### config.mk
export PLATFORM = sky130hd
export DESIGN_NAME = lcd_sequencer
export DESIGN_NICKNAME = d
export VERILOG_FILES = /design/src/rtl/lcd_pkg.sv /design/src/rtl/lcd_step_timer.sv /design/src/rtl/lcd_sequencer.sv
export SDC_FILE = /design/constraint.sdc
export NUM_CORES = 1
export LEC_CHECK = 0
export BUFFER_PORTS_ARGS = -buffer_cell sky130_fd_sc_hd__buf_2
export CAP_MARGIN = 20
export CORE_AREA = 2 2 66 68
export CTS_CLUSTER_SIZE = 28
export DETAILED_ROUTE_END_ITERATION = 10
export DIE_AREA = 0 0 68 70
export PLACE_DENSITY = 0.76
export SYNTH_ARGS = -nofsm -noshare
export SYNTH_HDL_FRONTEND = slang
export SYNTH_HIERARCHICAL = 1
export SYNTH_SLANG_ARGS = --single-unit
### constraint.sdc
create_clock -name clk -period 3.5 [get_ports clk]
set_clock_uncertainty 0.15 [all_clocks]
set_input_delay 0.525 -clock clk [delete_from_list [all_inputs] [get_ports clk]]
set_output_delay 0.525 -clock clk [all_outputs]
set_load 0.05 [all_outputs]
### src/rtl/lcd_pkg.sv
// rtl/lcd_pkg.sv - sequencer states, LCD command bytes and display mode codes
package lcd_pkg;

  typedef enum logic [3:0] {
    ST_DELAY,
    ST_FUNC_SET,
    ST_DISP_ON,
    ST_ENTRY,
    ST_CLEAR,
    ST_CLR_WAIT,
    ST_LINE1,
    ST_WRITE,
    ST_IDLE
  } state_e;

  localparam logic [7:0] CMD_FUNC_SET = 8'h38;
  localparam logic [7:0] CMD_DISP_ON  = 8'h0C;
  localparam logic [7:0] CMD_ENTRY    = 8'h06;
  localparam logic [7:0] CMD_CLEAR    = 8'h01;
  localparam logic [7:0] CMD_LINE1    = 8'h80;

  localparam logic [1:0] MODE_WATCH     = 2'b00;
  localparam logic [1:0] MODE_ALARM     = 2'b01;
  localparam logic [1:0] MODE_STOPWATCH = 2'b10;
  localparam logic [1:0] MODE_SETTING   = 2'b11;

  // States that drive a timed bus transfer with an enable strobe.
  function automatic logic is_xfer(state_e st);
    return st inside {ST_FUNC_SET, ST_DISP_ON, ST_ENTRY, ST_CLEAR, ST_LINE1, ST_WRITE};
  endfunction

  function automatic logic [7:0] cmd_byte(state_e st);
    case (st)
      ST_FUNC_SET: return CMD_FUNC_SET;
      ST_DISP_ON:  return CMD_DISP_ON;
      ST_ENTRY:    return CMD_ENTRY;
      ST_CLEAR:    return CMD_CLEAR;
      ST_LINE1:    return CMD_LINE1;
      default:     return 8'h00;
    endcase
  endfunction

endpackage

### src/rtl/lcd_step_timer.sv
// rtl/lcd_step_timer.sv - per-transfer step counter, end-of-step pulse and enable window
module lcd_step_timer #(
  parameter int STEP_CYC = 100
) (
  input  logic clk,
  input  logic rst,
  input  logic en,
  output logic end_step,
  output logic e_win
);

  localparam int SW = $clog2(STEP_CYC);
  localparam logic [SW-1:0] S_LAST = SW'(STEP_CYC - 1);
  localparam logic [SW-1:0] S_HALF = SW'(STEP_CYC / 2);

  logic [SW-1:0] s_q, s_d;

  // Held at zero while idle so every transfer starts from s = 0.
  always_comb begin
    s_d = '0;
    if (en && (s_q != S_LAST)) s_d = s_q + 1'b1;
  end

  always_ff @(posedge clk or negedge rst) begin
    if (!rst) s_q <= '0;
    else      s_q <= s_d;
  end

  assign end_step = en && (s_q == S_LAST);
  assign e_win    = en && (s_q != '0) && (s_q <= S_HALF);

endmodule

### src/rtl/lcd_sequencer.sv
// rtl/lcd_sequencer.sv - HD44780-style init sequence and single-line refresh engine
module lcd_sequencer
  import lcd_pkg::*;
#(
  parameter int STEP_CYC  = 100,
  parameter int POWER_CYC = 20000,
  parameter int CLEAR_CYC = 2000
) (
  input  logic       clk,
  input  logic       rst,
  input  logic [1:0] mode,
  input  logic       refresh,
  input  logic [7:0] char_data,
  output logic [1:0] mode_sel,
  output logic [3:0] cnt,
  output logic       lcd_e,
  output logic       lcd_rs,
  output logic       lcd_rw,
  output logic [7:0] lcd_db,
  output logic       busy,
  output logic       done
);

  localparam int DLY_MAX = (POWER_CYC > CLEAR_CYC) ? POWER_CYC : CLEAR_CYC;
  localparam int DLY_W   = $clog2(DLY_MAX + 1);
  localparam logic [DLY_W-1:0] DLY_ONE    = DLY_W'(1);
  localparam logic [DLY_W-1:0] POWER_LOAD = DLY_W'(POWER_CYC - 1);
  localparam logic [DLY_W-1:0] CLEAR_LOAD = DLY_W'(CLEAR_CYC);

  state_e           state_q, state_d;
  logic [DLY_W-1:0] dly_q, dly_d;
  logic [3:0]       cnt_q, cnt_d;
  logic [1:0]       mode_sel_q, mode_sel_d;
  logic             pending_q, pending_d;
  logic             done_q, done_d;
  logic             xfer, end_step, e_win, rewrite_req, enter_line1;

  assign xfer = is_xfer(state_q);

  lcd_step_timer #(.STEP_CYC(STEP_CYC)) u_step_timer (
    .clk      (clk),
    .rst      (rst),
    .en       (xfer),
    .end_step (end_step),
    .e_win    (e_win)
  );

  always_comb begin
    state_d     = state_q;
    dly_d       = dly_q;
    rewrite_req = refresh || (mode != mode_sel_q);
    case (state_q)
      // Counter comes out of reset at zero, so the first DELAY cycle loads it.
      ST_DELAY: begin
        if ((dly_q == DLY_ONE) || ((dly_q == '0) && (POWER_CYC <= 1))) begin
          state_d = ST_FUNC_SET;
          dly_d   = '0;
        end else if (dly_q == '0) begin
          dly_d = POWER_LOAD;
        end else begin
          dly_d = dly_q - 1'b1;
        end
      end
      ST_FUNC_SET: if (end_step) state_d = ST_DISP_ON;
      ST_DISP_ON:  if (end_step) state_d = ST_ENTRY;
      ST_ENTRY:    if (end_step) state_d = ST_CLEAR;
      ST_CLEAR: begin
        if (end_step) begin
          state_d = (CLEAR_CYC == 0) ? ST_LINE1 : ST_CLR_WAIT;
          dly_d   = CLEAR_LOAD;
        end
      end
      ST_CLR_WAIT: begin
        if (dly_q <= DLY_ONE) begin
          state_d = ST_LINE1;
          dly_d   = '0;
        end else begin
          dly_d = dly_q - 1'b1;
        end
      end
      ST_LINE1: if (end_step) state_d = ST_WRITE;
      ST_WRITE: begin
        if (end_step && (cnt_q == 4'd15))
          state_d = (pending_q || rewrite_req) ? ST_LINE1 : ST_IDLE;
      end
      ST_IDLE:  if (rewrite_req) state_d = ST_LINE1;
      default:  state_d = ST_DELAY;
    endcase

    enter_line1 = (state_d == ST_LINE1) && (state_q != ST_LINE1);
    mode_sel_d  = enter_line1 ? mode : mode_sel_q;

    pending_d = pending_q;
    if (enter_line1)
      pending_d = 1'b0;
    else if (((state_q == ST_LINE1) || (state_q == ST_WRITE)) && rewrite_req)
      pending_d = 1'b1;

    cnt_d = '0;
    if ((state_q == ST_WRITE) && (state_d == ST_WRITE))
      cnt_d = end_step ? cnt_q + 4'd1 : cnt_q;

    done_d = (state_d == ST_IDLE) && (state_q != ST_IDLE);
  end

  always_ff @(posedge clk or negedge rst) begin
    if (!rst) begin
      state_q    <= ST_DELAY;
      dly_q      <= '0;
      cnt_q      <= '0;
      mode_sel_q <= MODE_WATCH;
      pending_q  <= 1'b0;
      done_q     <= 1'b0;
    end else begin
      state_q    <= state_d;
      dly_q      <= dly_d;
      cnt_q      <= cnt_d;
      mode_sel_q <= mode_sel_d;
      pending_q  <= pending_d;
      done_q     <= done_d;
    end
  end

  always_comb begin
    lcd_db = 8'h00;
    if (state_q == ST_WRITE) lcd_db = char_data;
    else if (xfer)           lcd_db = cmd_byte(state_q);
  end

  assign lcd_e    = e_win;
  assign lcd_rs   = (state_q == ST_WRITE);
  assign lcd_rw   = 1'b0;
  assign busy     = (state_q != ST_IDLE);
  assign done     = done_q;
  assign cnt      = cnt_q;
  assign mode_sel = mode_sel_q;

endmodule

==> Word level (Yosys, flattened, before mapping) <==
Cells that the tools add are included.
{ "word_totals": {"reg_bits": 34, "input_bits": 13, "out_inout_bits": 19} }
{ "op_classes": {"n_eq_ne": 20, "mux": 24, "n_addsub": 3, "order_cmp": 2, "reduce_logical": 19} }
{ "op_table": {"columns": ["op", "count"], "rows": [
  ["2-to-1 mux 15 bit", 4],
  ["2-to-1 mux 4 bit", 12],
  ["case mux 15 bit (3 select lines)", 1],
  ["case mux 8 bit (5 select lines)", 1],
  ["case mux 4 bit (9 select lines)", 1],
  ["equality test 4 x 3 -> 1 bit, second input constant", 6],
  ["2-to-1 mux 8 bit", 2],
  ["equality test 15 x 1 -> 1 bit, second input constant", 1],
  ["less-or-equal comparator 15 x 1 -> 1 bit, second input constant", 1],
  ["zero test 15 bit", 1],
  ["subtractor 15 x 1 -> 15 bit, second input constant", 1],
  ["equality test 4 bit, second input constant", 3],
  ["logical AND 1 bit", 9],
  ["equality test 4 x 2 -> 1 bit, second input constant", 2],
  ["adder 7 x 1 -> 7 bit, second input constant", 1],
  ["equality test 7 bit, second input constant", 1],
  ["less-or-equal comparator 7 x 6 -> 1 bit, second input constant", 1],
  ["2-to-1 mux 7 bit", 1],
  ["!= test 7 bit, second input constant", 1],
  ["nonzero test 7 bit", 1],
  ["nonzero test 6 bit", 1],
  ["adder 4 x 1 -> 4 bit, second input constant", 1],
  ["equality test 4 x 1 -> 1 bit, second input constant", 1],
  ["zero test 4 bit", 1],
  ["other kinds (9)", 13]
]} }

==> Longest topological paths before layout <==
Gate-level depths: netlist of run 1.
{ "logic_depth": {"word_depth": 9, "mapped_depth": 12, "mapped_depth_nobuf": 10} }

==> Modules after synthesis <==
Netlist of run 1, hierarchy kept.
{ "by_module_without_submodules": {"columns": ["mod", "seq_area_each_um2", "cells_per_inst", "instances", "area_each_um2"], "rows": [
  ["lcd_sequencer", 675.6, 218, 1, 1784.2],
  ["lcd_step_timer", 175.2, 41, 1, 389.1]
]} }

==> Worst setup path after synthesis of run 1 <==
OpenSTA, ideal clock, no wires.
{ "synth_path": {"kind": "flip-flop to output port", "startpoint": "register state_q[1]", "endpoint": "output lcd_e", "t_arrival_ns": 2.698, "n_path_buf": 1, "slack_ns": 0.127, "path_stages_with_launch": 6, "required_time_ns": 2.825, "cell_sequence": "dfrtp_1 > clkbuf_1 > inv_1 > a31oi_1 > inv_1 > nor4_1"} }
{ "synth_between": {"elab_chain_len": 4, "elab_cells_between_ends": 9, "classes_between": "eq/ne: 6; reduce/logical: 3"} }
{ "synth_lines": {"columns": ["element", "line_no", "rtl"], "rows": [
  ["from (decl)", "lcd_sequencer.sv:30", "state_e state_q, state_d;"],
  ["from (signal assigned)", "lcd_sequencer.sv:115", "state_q <= state_d;"],
  ["equality test 4 x 1 -> 1 bit, or another cell as far along", "lcd_pkg.sv:29", "return st inside {ST_FUNC_SET, ST_DISP_ON, ST_ENTRY, ST_CLEAR, ST_LINE1, ST_WRITE};"],
  ["nonzero test 6 bit (*)", "lcd_pkg.sv:29", null],
  ["via xfer", "lcd_sequencer.sv:36", "logic xfer, end_step, e_win, rewrite_req, enter_line1;"],
  ["logical AND 1 bit (*) (2 in series)", "lcd_step_timer.sv:30", "assign e_win = en && (s_q != '0) && (s_q <= S_HALF);"],
  ["to (decl)", "lcd_sequencer.sv:16", "output logic lcd_e,"]
]} }
Mark *: on every way through the listed nets, which the timed path passes. The rest lies on a longest branch.

==> Worst setup path in the final report of run 1 <==
{ "layout_path": {"startpoint": "register state_q[0]", "endpoint": "register mode_sel_q[0], in the netlist mode_sel[0]"} }
{ "layout_between": {"elab_chain_len": 8, "elab_cells_between_ends": 25, "classes_between": "eq/ne: 10; mux: 10; reduce/logical: 5"} }
{ "layout_lines": {"columns": ["element", "line_no", "rtl"], "rows": [
  ["equality test 4 x 1 -> 1 bit, or another cell as far along", "lcd_pkg.sv:29", null],
  ["nonzero test 6 bit (*)", "lcd_pkg.sv:29", null],
  ["via xfer", "lcd_sequencer.sv:36", null],
  ["logical AND 1 bit (*)", "lcd_step_timer.sv:29", "assign end_step = en && (s_q == S_LAST);"],
  ["via end_step", "lcd_sequencer.sv:36", null],
  ["logical AND 1 bit", "lcd_sequencer.sv:83", "if (end_step && (cnt_q == 4'd15))"],
  ["2-to-1 mux 4 bit", "lcd_sequencer.sv:83", null],
  ["case mux 4 bit (9 select lines) (*)", "lcd_sequencer.sv:52", "case (state_q)"],
  ["via state_d[1]", "lcd_sequencer.sv:30", null],
  ["equality test 4 x 3 -> 1 bit (*)", "lcd_sequencer.sv:90", "enter_line1 = (state_d == ST_LINE1) && (state_q != ST_LINE1);"],
  ["logical AND 1 bit (*)", "lcd_sequencer.sv:90", null],
  ["to (signal assigned)", "lcd_sequencer.sv:118", "mode_sel_q <= mode_sel_d;"],
  ["to (decl)", "lcd_sequencer.sv:33", "logic [1:0] mode_sel_q, mode_sel_d;"]
]} }
Marks and branches as above.
A chain may end at the register's enable or synchronous reset.

==> impl_metrics.ini, run 1 <==
[route]
drtIter0Drc = 175
firstDrtPassIters = 5
wl_um = 4710
drtAntennaViolNets = 0
vias = 2016
post_drt_wl_per_cell_um = 13.8
routed_via_density = 5.89
drcViolationCount = 0

[setup_path]
cp_cell_sequence = nand2b_1 > a31oi_1 > inv_1 > nor3_1 > nand4_1 > nor4b_1 > o22ai_1 > a311o_1 > and4b_1 > mux2_2
critical_path_class = flop to flop
max_stage_delay_ns = 0.44
cpLargestDelayFamily = simple AND/OR/NAND/NOR gates
critical_path_arrival_ns = 3.16
worstPathRequired_ns = 3.52
crit_path_top_delay_cell = dfrtp_1
cp.depth = 10
worst-path-buf-inv = 1
path_max_fanout = 7
reg2reg_depth = 10
startpoint_type = flop
critPathCaptureType = flop

[layout]
final_layout_size_suffix_gt1_frac = 0.183
finalNetCount = 308
n_fill_cell = 376
utilization = 0.596
n_antenna_cell = 0
syn2layout_area_growth_pct = 13.7
fin_cells = 342

[sta]
fin_crit_sh = 0.898
slew_viol_final = 0
worstMarginPinSlew_ns = 0.752
fin_crit_ns = 3.14
fin_setup_tns_ns = 0
hold_viol = 0
setup-violations-final = 0
max_slew_margin = 0.499
rsz0062_at_grt = no
max_freq_ghz = 0.318
holdWs_ns = 0.146

[pwr]
clkPwrFrac = 0.139
power_switching_mw = 1.06
intPower_mw = 1.07
pwr-share-comb = 0.553
seqPwrFrac = 0.307
power.share.switching = 0.497
peakVddDrop_mv = 0.550
total_leakage_power_nw = 1.09
p_per_area_nw_per_um2 = 862

[global_route]
gr-usage-all-layers = 0.214
grt_pass1_wl_um = 7980
grt_antenna_before_repair = 0
grt_overflow = 0
grt_max_degree = 35
grt_pass1_vias = 1818

[logic_synthesis]
synth_top_area_frac = 0.391
synth.avg_cell_area_um2 = 8.39
synth_edf_count = 0
synth_most_common_cell = dfrtp_1
ys.flop_type = dfrtp_1
synth_top_area_cell = dfrtp_1
seq_area_frac_synth = 0.391
synth_commonest_cells = 34 x dfrtp_1, 26 x nor2_1, 25 x nand2_1
syn-num-nets = 278
synth_area_leaders = dfrtp_1 39%, a21oi_1 4.6%, nor2_1 4.5%
ys_seq_elements = 34
synth-async-reset-ratio = 1.00
ys_types = 46
ys_warn_count = 6
syn_area_um2 = 2170
netlist_instances = 259

[clock_tree]
cts_max_path_buffers = 2
cts_buffers = 5
cts_tree = yes
clk_latency_ns = 0.29
clkSlewWorstSetupHoldPaths_ns = 0.08
cts_root_buffer = clkbuf_8
cts_setup_buffers = 0
hold_buffers = 0
htree_levels = 2
cts_sinks = 34
cts_resized = 0

[placement]
portBuffers = 30
place_inst = 334
place.gp.congestion = 0.833
post-dp-hpwl_um = 3390

[die]
die_h_um = 70
coreArea_um2 = 4140
dieArea_um2 = 4760
io_pins = 32
num_rows = 24
start_util = 0.524
dieWidth_um = 68

[outcome]
outcome = complete, no violations

[min_path]
hold_path_class = primary input to async pin

[job]
drv_cap = 0
-- sequential cells by signal, summed over array words and instances, names as in the netlist --
name,count
pending_q,1
u_step_timer/s_q,7
cnt,4
dly_q,15
state_q,4
mode_sel,2
done,1
-- layout make-up --
cell class / count / area (µm²) / area share
multi-input cells: 204 / 1240 / 0.501
flip-flops and latches: 34 / 851 / 0.344
repair buffers: 36 / 195 / 0.0790
clock buffers: 7 / 86.3 / 0.0349
well taps: 52 / 65.1 / 0.0263
clock inverters: 1 / 5.00 / 0.00203
inverters: 8 / 30.0 / 0.0122
-- kinds of logic (layout without fill, tap and decap cells) --
kind of cell,count (synthesis),in the layout,synth area share
AO/OA/AOI/OAI,63,63,0.193
adder cells (fa/ha/maj),6,6,0.0345
multiplexers,3,3,0.0150
AND/OR/NAND/NOR,123,123,0.293
other,1,1,0.00173
flip-flops,34,34,0.391
buffers and inverters,21,52,0.0386
XOR/XNOR,8,8,0.0322
-- worst paths after layout --
check	start	to	slack, ns
setup / recovery	state_q[0]	mode_sel[0]	0.36
setup reg to reg	state_q[0]	mode_sel[0]	0.36
hold reg to reg	u_step_timer/s_q[0]	u_step_timer/s_q[0]	0.33
hold / removal	rst	cnt[1]	0.15
max in group asynchronous	rst	dly_q[7]	2.56
min in group clk	u_step_timer/s_q[0]	u_step_timer/s_q[0]	0.33
-- power by group through the flow --
stage,sequential (mW),clock [mW],combinational (mW)
3_3_place_gp,0.651,0,1.15
2_1_floorplan,0.667,0,0.896
3_5_place_dp,0.656,0,1.17
6_report,0.654,0.297,1.18
5_1_grt,0.677,0.320,1.30
4_1_cts,0.650,0.305,1.18
-- placed cells by master (no fill, tap or decap), types with 3 or more instances in the layout --
| master | instances |
|---|---|
| a21oi_1 | 20 |
| a22o_1 | 5 |
| a31oi_1 | 4 |
| buf_2 | 30 |
| buf_4 | 6 |
| clkbuf_8 | 6 |
| dfrtp_1 | 34 |
| ha_1 | 6 |
| inv_1 | 8 |
| nand2_1 | 25 |
| nand2b_1 | 8 |
| nand3_1 | 14 |
| nand4_1 | 3 |
| nor2_1 | 26 |
| nor3_1 | 15 |
| nor3b_1 | 4 |
| nor4_1 | 4 |
| o21ai_0 | 15 |
| o311ai_0 | 3 |
| or3_1 | 11 |
| xor2_1 | 6 |
-- per-layer routing --
| layer | track usage | vias up | routed length [µm] |
|---|---|---|---|
| li1 | - | 998 | - |
| met1 | 0.294 | 946 | 2200 |
| met2 | 0.329 | 65 | 2190 |
| met3 | 0.0386 | 7 | 246 |
| met4 | 0.0867 | 0 | 74 |
| met5 | 0 | - | 0 |
-- through the flow --
step | power (mW) | setup slack [ns] | instance area (µm²)
final | 2.13 | 0.358 | 2470
after detailed placement | 1.83 | 0.415 | 2380
after CTS | 2.13 | 0.376 | 2470
after global routing | 2.30 | 0.0734 | 2470
after floorplan | 1.56 | 0.127 | 2170
after global placement | 1.81 | 0.509 | 2380
(Power assumes the default switching activity.)
==> inputs of run 2 (changes only) <==
Settings changed: CAP_MARGIN 20 to 0, CORE_AREA 2 2 66 68 to 2 2 67 69, DIE_AREA 0 0 68 70 to 0 0 69 71, SYNTH_HIERARCHICAL 1 to default.
==> run 2 against run 1 <==
  * Cell count grew 0.58%
  * Hold slack improved by 0.0043 ns
  * Area after synthesis up 3.1%
  * Power is 7.4% higher
  * Critical path type is now flop to output pin
  * Highest routed layer unchanged
  * Sequential share of layout area down 0.48 points
  * Largest cell class unchanged
  * Sequential power grew 14%
  * Largest power group unchanged
==> impl_metrics.ini, run 2 <==
[logic_synthesis]
synth_most_common_cell = dfrtp_1
synth_mux_area_frac = 0.0190
synth_simple_gate_area_frac = 0.269
synth_area_leaders = dfrtp_1 38%, a21oi_1 5.1%, nor2_1 4.9%
synth_top_area_frac = 0.380
synth_top_area_cell = dfrtp_1
synth-async-reset-ratio = 1.00
ys_seq_elements = 34
ys.flop_type = dfrtp_1
seq_area_frac_synth = 0.380
syn_area_um2 = 2240
synth_xor_area_frac = 0.0430
ys_warn_count = 0
synth-compound-area-share = 0.202
netlist_instances = 263
synth_top_family_by_area = simple AND/OR/NAND/NOR gates
synth_edf_count = 0
synth_commonest_cells = 34 x dfrtp_1, 29 x nor2_1, 26 x nand2_1
synth_fa_ha_area_frac = 0.0391
syn-num-nets = 283
ys_types = 51
synth.avg_cell_area_um2 = 8.52

[layout]
largest_register = dly_q
postLayoutCellArea_um2 = 2510
final_layout_size_suffix_gt1_frac = 0.182
largest_reg_flops = 15
top_regs = dly_q: 15 flops, u_step_timer.s_q: 7 flops
finalNetCount = 311
syn2layout_area_growth_pct = 11.8
final_cell_mix = 34 x dfrtp_1, 30 x buf_2, 29 x nor2_1
fin_cells = 344
n_fill_cell = 374
utilization = 0.596
n_antenna_cell = 0
mostFrequentLayoutCell = dfrtp_1

[global_route]
grt_antenna_before_repair = 0
gr-usage-all-layers = 0.201
grt_max_degree = 35
grt_overflow = 0
grt_pass1_wl_um = 8030
grt_pass1_vias = 1814

[placement]
place.gp.congestion = 0.908
placedInstanceArea_um2 = 2410
post-dp-hpwl_um = 3390
place_inst = 336
portBuffers = 30

[route]
drtIter0Drc = 65
wl_met2_um = 2230
met3_length_um = 183
firstDrtPassIters = 4
post_drt_wl_per_cell_um = 13.7
wl_um = 4700
vias = 1912
top_layer = met4
drcViolationCount = 0
routed_via_density = 5.56
drtAntennaViolNets = 0
wl_met1_um = 2220

[clock_tree]
hold_buffers = 0
cts_sinks = 34
cts_max_path_buffers = 2
cts_buffers = 5
cts_root_buffer = clkbuf_8
cts_setup_buffers = 0
clk_latency_ns = 0.29
clkSlewWorstSetupHoldPaths_ns = 0.07
htree_levels = 2
cts_tree = yes
cts_resized = 0

[pwr]
power.share.switching = 0.499
p_per_area_nw_per_um2 = 912
pwr-share-comb = 0.544
seqPwrFrac = 0.325
intPower_mw = 1.14
clkPwrFrac = 0.130
total_leakage_power_nw = 1.14
power_switching_mw = 1.14
peakVddDrop_mv = 0.415

[setup_path]
critPathCaptureType = output pin
worst-path-buf-inv = 1
max_stage_delay_ns = 0.76
r2r_slack_ns = 0.71
path_max_fanout = 21
crit_path_top_delay_cell = dfrtp_1
worstPathRequired_ns = 2.82
critical_path_arrival_ns = 2.21
critical_path_class = flop to output pin
cp_cell_sequence = xor2_1 > o21ai_0 > nor4_1 > buf_2
cpLargestDelayFamily = flip-flops
startpoint_type = flop

[die]
dieArea_um2 = 4900
io_pins = 32
num_rows = 24
coreArea_um2 = 4200
dieWidth_um = 69
die_h_um = 71
start_util = 0.533

[sta]
fin_setup_tns_ns = 0
fin_crit_ns = 2.88
holdWs_ns = 0.150
max_freq_ghz = 0.347
slew_viol_final = 0
setup-violations-final = 0
fin_crit_sh = 0.824
hold_viol = 0
worstMarginPinSlew_ns = 0.759
rsz0062_at_grt = no
max_slew_margin = 0.494

[job]
drv_cap = 0

[outcome]
outcome = complete, no violations

[min_path]
hold_path_class = primary input to async pin
run 2: cell count changes after synthesis, sizes merged, moves of 4 or more:
cell | before | now
buf | 1 | 7
o311ai | 4 | 0
nand3 | 14 | 9
o21ai | 18 | 22
and3 | 0 | 5
clkbuf | 12 | 5
or3 | 13 | 3
run 2: layout make-up:
type                            instances  area [µm²]  share of cell area
Multi-Input combinational cell        206        1280               0.513
Sequential cell                        34         851               0.339
Tap cell                               52        65.1              0.0260
Clock buffer                            7        86.3              0.0344
Inverter                               11        41.3              0.0165
Clock inverter                          1        5.00             0.00200
Timing Repair Buffer                   33         173              0.0689
run 2: cell families (layout without fill, tap and decap cells):
group / count (synthesis) / count (layout)
fa+ha+maj: 7 / 7
other cells: 1 / 1
compound gates: 70 / 70
buf+inv: 23 / 52
flops: 34 / 34
xor+xnor: 11 / 11
mux: 4 / 4
simple gates: 113 / 113
run 2: worst register-to-register path: cells and delay by family (launching register included):
family	cells	cell delay [ns]
AOI/OAI and AO/OA	2	0.56
DFF	1	0.76
muxes	1	0.33
and+or+nand+nor	2	0.87
run 2: final timing paths:
check                               startpoint                  end  depth (start not counted)
max                                 state_q[2]                lcd_e                          4
min                                        rst               cnt[3]                          1
max reg2reg                         state_q[2]          mode_sel[0]                          5
min reg2reg                u_step_timer.s_q[0]  u_step_timer.s_q[0]                          1
max in group asynchronous                  rst             dly_q[7]                          1
min in group clk                       mode[1]          mode_sel[1]                          2
run 2: metrics by stage:
step | power (mW) | setup slack [ns]
final | 2.29 | 0.616
after CTS | 2.30 | 0.610
after floorplan | 1.72 | 0.472
after detailed placement | 1.99 | 0.740
after global placement | 1.96 | 0.825
after global routing | 2.48 | 0.345
run 2: power groups by stage:
stage	registers [mW]	clock network (mW)	logic [mW]
after floorplan	0.678	0	1.04
after global placement	0.740	0	1.22
after detailed placement	0.746	0	1.24
after CTS	0.740	0.308	1.25
after global routing	0.770	0.323	1.39
final	0.744	0.298	1.24
run 2: metal layers:
metal,global-route usage,vias to the layer above
met4,0.0654,0
met5,0,-
met1,0.252,884
met2,0.339,32
met3,0.0556,8
li1,-,988
==> inputs of run 3 (changes only) <==
Settings changed: CORE_AREA 2 2 67 69 to 2 2 69 71, DIE_AREA 0 0 69 71 to 0 0 71 73, PLACE_DENSITY 0.76 to 0.75.
Clock period 3.5 ns to 2.4 ns, I/O delays scaled along.
==> run 3 against run 2 <==
  * Routed wire length is 13% higher
  * Cell count increased by 9.6%
  * Critical path depth is 3 higher
  * Sequential share of layout area fell by 4.0 points
  * Global-route usage rose by 1.7 points
  * Non-clock buffer count is 31 higher
  * Register-to-register slack got worse by 0.70 ns
  * Setup slack got worse by 0.61 ns
  * First-iteration DRC count rose by 110%
  * Flip-flop and latch count stayed put
  * Core utilization rose by 3.1 points
  * Sequential power grew 28%
==> impl_metrics.ini, run 3 (synthesis gave the netlist of run 2 again) <==
[layout]
finalNetCount = 342
n_antenna_cell = 0
fin_cells = 377
mostFrequentLayoutCell = buf_4
utilization = 0.627
largest_reg_flops = 15
top_regs = dly_q: 15 flops, u_step_timer.s_q: 7 flops
n_fill_cell = 369
final_layout_size_suffix_gt1_frac = 0.300
final_cell_mix = 35 x buf_4, 33 x dfrtp_1, 29 x nor2_1
syn2layout_area_growth_pct = 26.9
largest_register = dly_q

[pwr]
peakVddDrop_mv = 0.640
total_leakage_power_nw = 1.32
seqPwrFrac = 0.246
clkPwrFrac = 0.134
p_per_area_nw_per_um2 = 1360
power_switching_mw = 1.82
intPower_mw = 2.06
finalPower_mw = 3.88
power.share.switching = 0.469
pwr-share-comb = 0.620

[clock_tree]
cts_sinks = 34
cts_tree = yes
cts_max_path_buffers = 2
cts_root_buffer = clkbuf_8
clk_latency_ns = 0.29
cts_buffers = 5
htree_levels = 2
clkSlewWorstSetupHoldPaths_ns = 0.07

[placement]
portBuffers = 30
post-dp-hpwl_um = 3810
place_inst = 366
place_ws_ns = -0.0238
place.gp.congestion = 0.846

[sta]
max_slew_margin = 0.474
setup-violations-final = 0
slew_viol_final = 0
max_freq_ghz = 0.419
rsz0062_at_grt = yes
worstMarginPinSlew_ns = 0.789
holdWs_ns = 0.00538
setup_ws_ns = 0.0109
fin_crit_sh = 0.995
fin_crit_ns = 2.39
hold_viol = 0

[route]
routed_via_density = 5.51
vias = 2078
wl_um = 5310
drcViolationCount = 0
post_drt_wl_per_cell_um = 14.1
firstDrtPassIters = 4
drtAntennaViolNets = 0
drtIter0Drc = 135

[setup_path]
critical_path_arrival_ns = 2.41
reg2reg_depth = 7
worstPathRequired_ns = 2.42
startpoint_type = flop
path_max_fanout = 5
critical_path_class = flop to flop
critPathCaptureType = flop

[outcome]
outcome = complete, no violations

[die]
io_pins = 32
dieArea_um2 = 5180
start_util = 0.494
num_rows = 25
coreArea_um2 = 4540
dieWidth_um = 71
die_h_um = 73

[global_route]
grt_overflow = 0
grt_pass1_vias = 2036
grt_pass1_wl_um = 8910
grt_antenna_before_repair = 0
gr-usage-all-layers = 0.218
grt_max_degree = 35

[min_path]
hold_path_class = primary input to async pin

[job]
drv_cap = 0
==> run 3: cell types whose count changed in the layout (fill, tap and decap cells not counted), moves of 2 or more <==
| cell | change |
|---|---|
| nor3_4 | +2 |
| buf_4 | +32 |
| nor3_1 | -4 |
| and3_1 | -2 |
| buf_2 | -2 |
| nor3_2 | +2 |
==> run 3: final cells by class <==
class | instances | area, µm² | share of cell area
Clock buffer | 7 | 76.3 | 0.0268
Clock inverter | 1 | 30.0 | 0.0106
Inverter | 11 | 41.3 | 0.0145
Multi-Input combinational cell | 206 | 1360 | 0.479
Sequential cell | 34 | 852 | 0.300
Tap cell | 54 | 67.6 | 0.0238
Timing Repair Buffer | 64 | 414 | 0.146
==> run 3: per-stage QoR <==
step	setup TNS, ns	cell area, µm²
detailed placement	-0.0367	2650
global placement	0	2650
finish	0	2840
floorplan	-0.157	2260
CTS	0	2770
global route	-0.159	2840
==> run 3: worst paths after layout <==
| kind | start | to | slack [ns] |
|---|---|---|---|
| worst max-delay path | u_step_timer.s_q[0] | mode_sel[1] | 0.01 |
| worst min-delay path | rst | dly_q[0] | 0.005 |
| worst max register to register | u_step_timer.s_q[0] | mode_sel[1] | 0.01 |
| worst min register to register | mode_sel[0] | mode_sel[0] | 0.39 |
| max in group asynchronous | rst | state_q[0] | 1.55 |
| min in group clk | mode[0] | mode_sel[0] | 0.17 |
==> run 3: timing repair <==
| item | in CTS | in global routing |
|---|---|---|
| pin swaps | 1 | 4 |
| endpoints found under the setup margin | 3 | 11 |
| resized for setup | 2 | 15 |
| buffers inserted | 0 | 3 |
| hold buffers | 0 | 0 |
==> run 3: critical path, cell delays in order, from the launching register on <==
cell and delay [ns]:
dfrtp_1 0.39, ha_1 0.20, and3_2 0.24, and3_4 0.19, mux2i_1 0.19, o21ai_1 0.09
a2111o_1 0.48, mux2_1 0.34
==> run 3: routing by layer <==
| layer | up-vias | share of wire | track usage |
|---|---|---|---|
| met1 | 983 | 0.43 | 0.272 |
| li1 | 1044 | - | - |
| met4 | 0 | 0.011 | 0.0755 |
| met5 | - | 0 | 0 |
| met2 | 42 | 0.52 | 0.373 |
| met3 | 9 | 0.036 | 0.0497 |
==> run 3: power groups by stage <==
stage	clock, mW	combinational [mW]	sequential, mW
after floorplan	0	1.55	0.989
after global placement	0	2.25	0.935
after detailed placement	0	2.29	0.946
after CTS	0.536	2.32	0.944
after global routing	0.561	2.65	0.981
final	0.518	2.40	0.954
